<file path="config.mk">
export PLATFORM = sky130hd
export DESIGN_NAME = fifo_rr_arbiter
export DESIGN_NICKNAME = d
export VERILOG_FILES = /design/src/rtl/fifo_arb_pkg.sv /design/src/rtl/fifo_rr_arbiter_rr_pick.sv /design/src/rtl/fifo_rr_arbiter.sv
export SDC_FILE = /design/constraint.sdc
export NUM_CORES = 1
export LEC_CHECK = 0
export ABC_AREA = 1
export ABC_CLOCK_PERIOD_IN_PS = 4000
export CAP_MARGIN = 20
export CORE_MARGIN = 1.5
export CORE_UTILIZATION = 43
export CTS_CLUSTER_DIAMETER = 40
export DETAILED_ROUTE_END_ITERATION = 8
export GPL_TIMING_DRIVEN = 0
export PLACE_DENSITY = 0.87
export SYNTH_ARGS = -nofsm -noshare
export SYNTH_HDL_FRONTEND = slang
export SYNTH_SLANG_ARGS = --single-unit
</file>
<file path="constraint.sdc">
create_clock -name clk -period 4 [get_ports clk]
set_input_delay 1 -clock clk [delete_from_list [all_inputs] [get_ports clk]]
set_output_delay 1 -clock clk [all_outputs]
set_load 0.05 [all_outputs]
</file>
<file path="src/rtl/fifo_arb_pkg.sv">
`default_nettype none
// fifo_arb_pkg -- shared defaults, counter width helper and FSM type for fifo_rr_arbiter (rev 1.0)
package fifo_arb_pkg;

  localparam int NUM_REQ_DEF = 4;
  localparam int DATA_W_DEF  = 16;
  localparam int DEPTH_DEF   = 8;

  // Occupancy needs to represent 0..DEPTH inclusive.
  function automatic int cnt_w(input int depth);
    return $clog2(depth) + 1;
  endfunction

  localparam int CNT_W = cnt_w(DEPTH_DEF);

  typedef enum logic [0:0] {
    ARB    = 1'b0,
    LOCKED = 1'b1
  } arb_state_t;

endpackage
`default_nettype wire

</file>
<file path="src/rtl/fifo_rr_arbiter_rr_pick.sv">
`default_nettype none
// rr_pick -- combinational round-robin picker: first set bit of req at or after ptr, wrapping (rev 1.0)
module rr_pick #(
  parameter int NUM_REQ = 4,
  parameter int PTR_W   = 2
) (
  input  logic [NUM_REQ-1:0] req,
  input  logic [PTR_W-1:0]   ptr,
  output logic [NUM_REQ-1:0] grant
);

  // Scan from the farthest offset down so the nearest requester overwrites last.
  always_comb begin
    grant = '0;
    for (int k = NUM_REQ - 1; k >= 0; k--) begin
      if (req[PTR_W'((int'(ptr) + k) % NUM_REQ)]) begin
        grant = '0;
        grant[PTR_W'((int'(ptr) + k) % NUM_REQ)] = 1'b1;
      end
    end
  end

endmodule
`default_nettype wire

</file>
<file path="src/rtl/fifo_rr_arbiter.sv">
`default_nettype none
// fifo_rr_arbiter -- round-robin N-to-1 write arbiter with occupancy tracking for a FIFO (rev 1.0)
// Optional macro FIFO_RR_ARB_LOCK_EN adds req_lock and the LOCKED burst state.
module fifo_rr_arbiter
  import fifo_arb_pkg::*;
#(
  parameter int NUM_REQ = NUM_REQ_DEF,
  parameter int DATA_W  = DATA_W_DEF,
  parameter int DEPTH   = DEPTH_DEF
) (
  input  logic                      clk,
  input  logic                      rst,
  input  logic [NUM_REQ-1:0]        req_valid,
  input  logic [NUM_REQ*DATA_W-1:0] req_data,
`ifdef FIFO_RR_ARB_LOCK_EN
  input  logic [NUM_REQ-1:0]        req_lock,
`endif
  output logic [NUM_REQ-1:0]        req_ready,
  input  logic                      rd_req,
  output logic                      rd_ack,
  output logic                      write_en,
  output logic [DATA_W-1:0]         write_data,
  output logic                      read_en,
  output logic [$clog2(DEPTH):0]    count,
  output logic                      full,
  output logic                      empty
);

  localparam int CW = cnt_w(DEPTH);
  localparam int PW = (NUM_REQ > 1) ? $clog2(NUM_REQ) : 1;
  localparam logic [CW-1:0] DEPTH_C  = CW'(DEPTH);
  localparam logic [PW-1:0] LAST_IDX = PW'(NUM_REQ - 1);

  arb_state_t         state, state_nxt;
  logic [PW-1:0]      rr_ptr, nxt_ptr, gidx;
  logic [NUM_REQ-1:0] mask, lock_mask, pick, grant;
  logic [DATA_W-1:0]  gdata;
  logic               rd_acc, wr_ok, wr_acc;

`ifdef FIFO_RR_ARB_LOCK_EN
  logic [PW-1:0] lock_idx;
  logic [CW-1:0] lock_cnt;
  assign lock_mask = req_valid & (NUM_REQ'(1) << lock_idx);
`else
  assign lock_mask = '0;
`endif

  // Only requester-valid bits feed the picker, so req_ready never depends on req_data.
  assign mask   = (state == ARB) ? req_valid : lock_mask;
  assign rd_acc = !rst && rd_req && ((count != '0) || (|mask));
  assign wr_ok  = !rst && ((count < DEPTH_C) || rd_acc);

  rr_pick #(
    .NUM_REQ (NUM_REQ),
    .PTR_W   (PW)
  ) u_pick (
    .req   (mask),
    .ptr   (rr_ptr),
    .grant (pick)
  );

  assign grant     = wr_ok ? pick : '0;
  assign wr_acc    = |grant;
  assign req_ready = grant;
  assign full      = (count == DEPTH_C);
  assign empty     = (count == '0);

  always_comb begin
    gidx  = '0;
    gdata = '0;
    for (int i = 0; i < NUM_REQ; i++) begin
      if (grant[i]) gidx = PW'(i);
      gdata = gdata | (req_data[i*DATA_W +: DATA_W] & {DATA_W{grant[i]}});
    end
  end

  assign nxt_ptr = (gidx == LAST_IDX) ? '0 : gidx + 1'b1;

  always_comb begin
`ifdef FIFO_RR_ARB_LOCK_EN
    state_nxt = state;
    case (state)
      ARB: begin
        if (wr_acc && (|(grant & req_lock)) && (DEPTH > 1)) state_nxt = LOCKED;
      end
      LOCKED: begin
        // The DEPTH-th consecutive accept (entry accept included) ends the burst.
        if (!req_lock[lock_idx] || !req_valid[lock_idx] ||
            (wr_acc && (lock_cnt == DEPTH_C - 1'b1)))
          state_nxt = ARB;
      end
      default: state_nxt = ARB;
    endcase
`else
    state_nxt = ARB;
`endif
  end

  always_ff @(posedge clk) begin
    if (rst) begin
      state      <= ARB;
      rr_ptr     <= '0;
      count      <= '0;
      write_en   <= 1'b0;
      read_en    <= 1'b0;
      rd_ack     <= 1'b0;
      write_data <= '0;
    end else begin
      state    <= state_nxt;
      write_en <= wr_acc;
      read_en  <= rd_acc;
      rd_ack   <= rd_acc;
      if (wr_acc) begin
        write_data <= gdata;
        rr_ptr     <= nxt_ptr;
      end
      if (wr_acc && !rd_acc)      count <= count + 1'b1;
      else if (!wr_acc && rd_acc) count <= count - 1'b1;
    end
  end

`ifdef FIFO_RR_ARB_LOCK_EN
  always_ff @(posedge clk) begin
    if (rst) begin
      lock_idx <= '0;
      lock_cnt <= '0;
    end else if (state == ARB) begin
      if (state_nxt == LOCKED) begin
        lock_idx <= gidx;
        lock_cnt <= CW'(1);
      end
    end else if (wr_acc) begin
      lock_cnt <= lock_cnt + 1'b1;
    end
  end
`endif

endmodule
`default_nettype wire
</file>
==> metrics.md, run 1 <==
| Metric | Value |
|---|---|
| Status | `finished clean` |
| Hold Path End | `write_data[10]` |
| Highest-delay cell along the critical path | `clkdlybuf4s50_1` |
| Synth unique cells | `36` |
| Max Clock Skew | `0.003024 ns` |
| Synth Area in Compound Gates | `12.15%` |
| CORE AREA | `5075 sq um` |
| Crit path max fanout | `10` |
| Reg2reg end | `count[3]` |
| Global-route wire length before repair | `10240 um` |
| Post-DP Area | `3333 sq um` |
| Antenna violations before repair | `0` |
| CTS clock-pin slew for the worst setup and hold paths | `0.09 ns` |
| Sequential area share after synthesis | `21.31%` |
| Total congestion overflow | `0` |
| Avg Cell Area, Syn | `7.090 sq um` |
| Hold_buf cts | `0` |
| Xor/xnor share of the synthesized area | `0.3885%` |
| CP Cell Sequence | `clkdlybuf4s50_1 -> nand2_1 -> nand3_2 -> nand2_4 -> o21ai_2 -> inv_2 -> a21oi_4 -> buf_6 -> buf_12 -> buf_2` |
| Number of nets with antenna violations after routing | `0` |
| Slew @ Worst Pin | `0.6051 ns` |
| Maxcap violations | `0` |
| Max-slew headroom | `59.52%` |
| CTS max path bufs | `2` |
| Largest net degree at the start of global routing | `14` |
| Hold path startpoint | `write_data[10]` |
| Reg-to-Reg Start | `rr_ptr[1]` |
| Pwr Total | `3280 uW` |
| Static Leak | `0.001579 uW` |
| CTS root buf | `clkbuf_8` |
| Syn_nets | `400` |
| Reg2Reg Setup Slack | `0.49 ns` |
| Die height | `75.41 um` |
| Final setup fails | `0` |
| Routed vias | `2521` |
| Yosys warning total | `0` |
| Post-route cell area | `3430 sq um` |
| CTS tree | `built` |
| Post-Synth Adder-Cell Area | `6.437%` |
| Power Density | `956.5 nW/um^2` |
| Die X-Extent | `75.41 um` |
| Buffers on Ports | `99` |
| DRT iter0 DRCs | `102` |
| R2R depth | `23` |
| Hold path depth | `2` |
| Worst Setup Start Kind | `primary input` |
| Main combinational cell family by area after synthesis | `simple AND/OR/NAND/NOR gates` |
| Post-layout net count | `507` |
| Slowest stage delay, CP | `0.53 ns` |
| DRT Pass-1 Iters | `6` |
| Wire length per cell | `14.02 um` |
| Mux contribution to synthesized area | `0%` |
| Die area | `5687 sq um` |
| Fmax | `0.2579 GHz` |
| Antenna cell count | `0` |
| Synth Cell Area | `2255 sq um` |
| Final Hold Viols | `0` |
| Arr. time, crit path | `2.88 ns` |
| # clock sinks | `24` |
| CP Capture Type | `primary output` |
| WP data required | `3.00 ns` |
| Dpl hpwl | `5364 um` |
| Synth Instances | `318` |
| H-tree Lvls | `1` |
| Total Wirelength | `6926 um` |
| Vias/cell | `5.103` |
| DR DRC count | `0` |
| Initial Utilization | `44.43%` |
| Layout cells sized above 1 | `23.58%` |
| CP Class | `in -> out` |
| Fin crit share | `96.93%` |
| Vias in the first global route | `2308` |
| Peak VDD IR | `773.6 uV` |
| Insertion delay to the later sink of the worst-skew pair | `0.27 ns` |
| Final Max Tran Viols | `0` |
| CTS Buf Count | `3` |
| GP Congestion | `0.8831` |
| GRT Resource Usage Total | `22.62%` |
| Seq cells post-synth | `24` |
| Top Ports | `100` |
| Area delta synth->final | `52.11%` |
| Core Rows | `26` |
| Synth Area in Simple Gates | `49.67%` |
| Final min period | `3.877 ns` |
| Worst hold-check path type | `reg -> reg` |
## flip-flops by register name (all words and copies together) (netlist names)
| name | flops |
|---|---|
| read_en | 1 |
| count | 4 |
| rr_ptr | 2 |
| write_data | 16 |
| write_en | 1 |
## worst max path at each step
stage / slack [ns] / endpoint / from
5_1_grt: -0.002 / count[3] / req_valid[1]
3_3_place_gp: -0.40 / req_ready[3] / req_valid[0]
3_5_place_dp: -0.41 / req_ready[3] / req_valid[0]
6_report: 0.12 / req_ready[3] / req_valid[3]
4_1_cts: 0.003 / req_ready[0] / req_valid[0]
2_1_floorplan: 0.36 / count[3] / count[0]
## final cells by class
type	count	area (sq um)
Timing Repair Buffer	102	1005
Multi-Input combinational cell	257	1573
Buffer	13	133.9
Sequential cell	24	483.0
Inverter	24	92.59
Fill cell	448	1645
Clock buffer	4	55.05
Tap cell	70	87.58
## synth_stat cells
master / number / area [sq um]
a211oi_1: 1 / 7.510
a21oi_1: 14 / 70.07
a21oi_2: 9 / 78.83
a21oi_4: 2 / 32.53
and2_1: 1 / 6.260
buf_12: 1 / 20.02
buf_2: 4 / 20.02
buf_4: 2 / 15.01
buf_6: 1 / 11.26
buf_8: 2 / 30.03
clkbuf_8: 2 / 27.53
clkinv_1: 1 / 3.750
dfxtp_1: 24 / 480.5
dlygate4sd3_1: 1 / 10.01
fa_1: 1 / 20.02
ha_1: 10 / 125.1
inv_1: 16 / 60.06
inv_2: 6 / 22.52
inv_4: 1 / 6.260
nand2_1: 71 / 266.5
nand2_2: 16 / 100.1
nand2_4: 13 / 146.4
nand3_1: 62 / 310.3
nand3_2: 12 / 120.1
nand3_4: 2 / 35.03
nand3b_1: 1 / 7.510
nor2_1: 15 / 56.30
nor2_2: 7 / 43.79
nor3_1: 3 / 15.01
nor4_1: 1 / 6.260
o21ai_0: 9 / 45.04
o21ai_1: 3 / 15.01
o21ai_2: 1 / 8.760
o21ai_4: 1 / 16.27
or2_2: 1 / 6.260
xor2_1: 1 / 8.760
## placed cells by master (no fill, tap or decap), types with 2 or more instances in the layout
master,Yosys,routed
buf_4,2,5
clkdlybuf4s50_1,0,93
buf_8,2,2
o21ai_0,9,8
dfxtp_1,24,22
nand2_1,71,71
nand2_2,16,15
clkbuf_2,0,2
a21oi_1,14,14
a21oi_2,9,9
a21oi_4,2,2
nor2_1,15,15
nand3_1,62,62
nand2_4,13,14
o21ai_1,3,4
dfxtp_2,0,2
nor3_1,3,3
inv_2,6,7
buf_2,4,5
ha_1,10,8
inv_1,16,15
nand3_4,2,2
nor2_2,7,7
clkbuf_8,2,6
nand3_2,12,12
dlymetal6s2s_1,0,2
## what timing repair did
action / CTS / global route
resized for setup: 8 / 16
setup endpoints to repair: 4 / 5
pin swaps: 0 / 3
buffers inserted: 0 / 3
## power breakdown
| group | switching (uW) | internal, uW | total, uW |
|---|---|---|---|
| combinational | 1690 | 954 | 2650 |
| sequential | 104 | 363 | 467 |
| clock | 78.8 | 87.9 | 167 |
## through the flow
stage	hold slack (ns)	utilization, %	setup TNS, ns	std cells	worst slack [ns]
after global routing	0.4857	67.58	-0.002474	494	-0.002474
after detailed placement	0.4612	65.68	-1.481	487	-0.4147
final	0.4738	67.58	0	494	0.1228
after global placement	0.4566	65.68	-1.414	487	-0.4026
after CTS	0.4769	66.77	0	491	0.002843
after floorplan	0.5584	-	0	318	0.3649
## worst max-delay path: cells and delay by family
family | cells | cell delay, ns
AND/OR/NAND/NOR | 3 | 0.37
buffers and inverters | 5 | 1.22
AO/OA/AOI/OAI | 2 | 0.27
## metal layers
| metal | track usage [%] | wire length [um] |
|---|---|---|
| met1 | 27.87 | 2863 |
| met2 | 39.57 | 3530 |
| met3 | 4.233 | 421 |
| met4 | 7.540 | 110 |
| met5 | 0 | 0 |
## logic make-up (layout without fill, tap and decap cells)
kind of cell / after synthesis / after routing
XOR/XNOR: 1 / 1
adder cells (fa/ha/maj): 11 / 11
AO/OA/AOI/OAI: 40 / 40
AND/OR/NAND/NOR: 205 / 205
buffers and inverters: 37 / 143
flip-flops: 24 / 24
Note: power is estimated with default switching activity, not from simulation.
==> inputs of run 2 (changes only) <==
- SLEW_MARGIN: unset -> 20
==> results of run 2 <==
The final DEF is identical to that of run 1; final timing and power are the same.
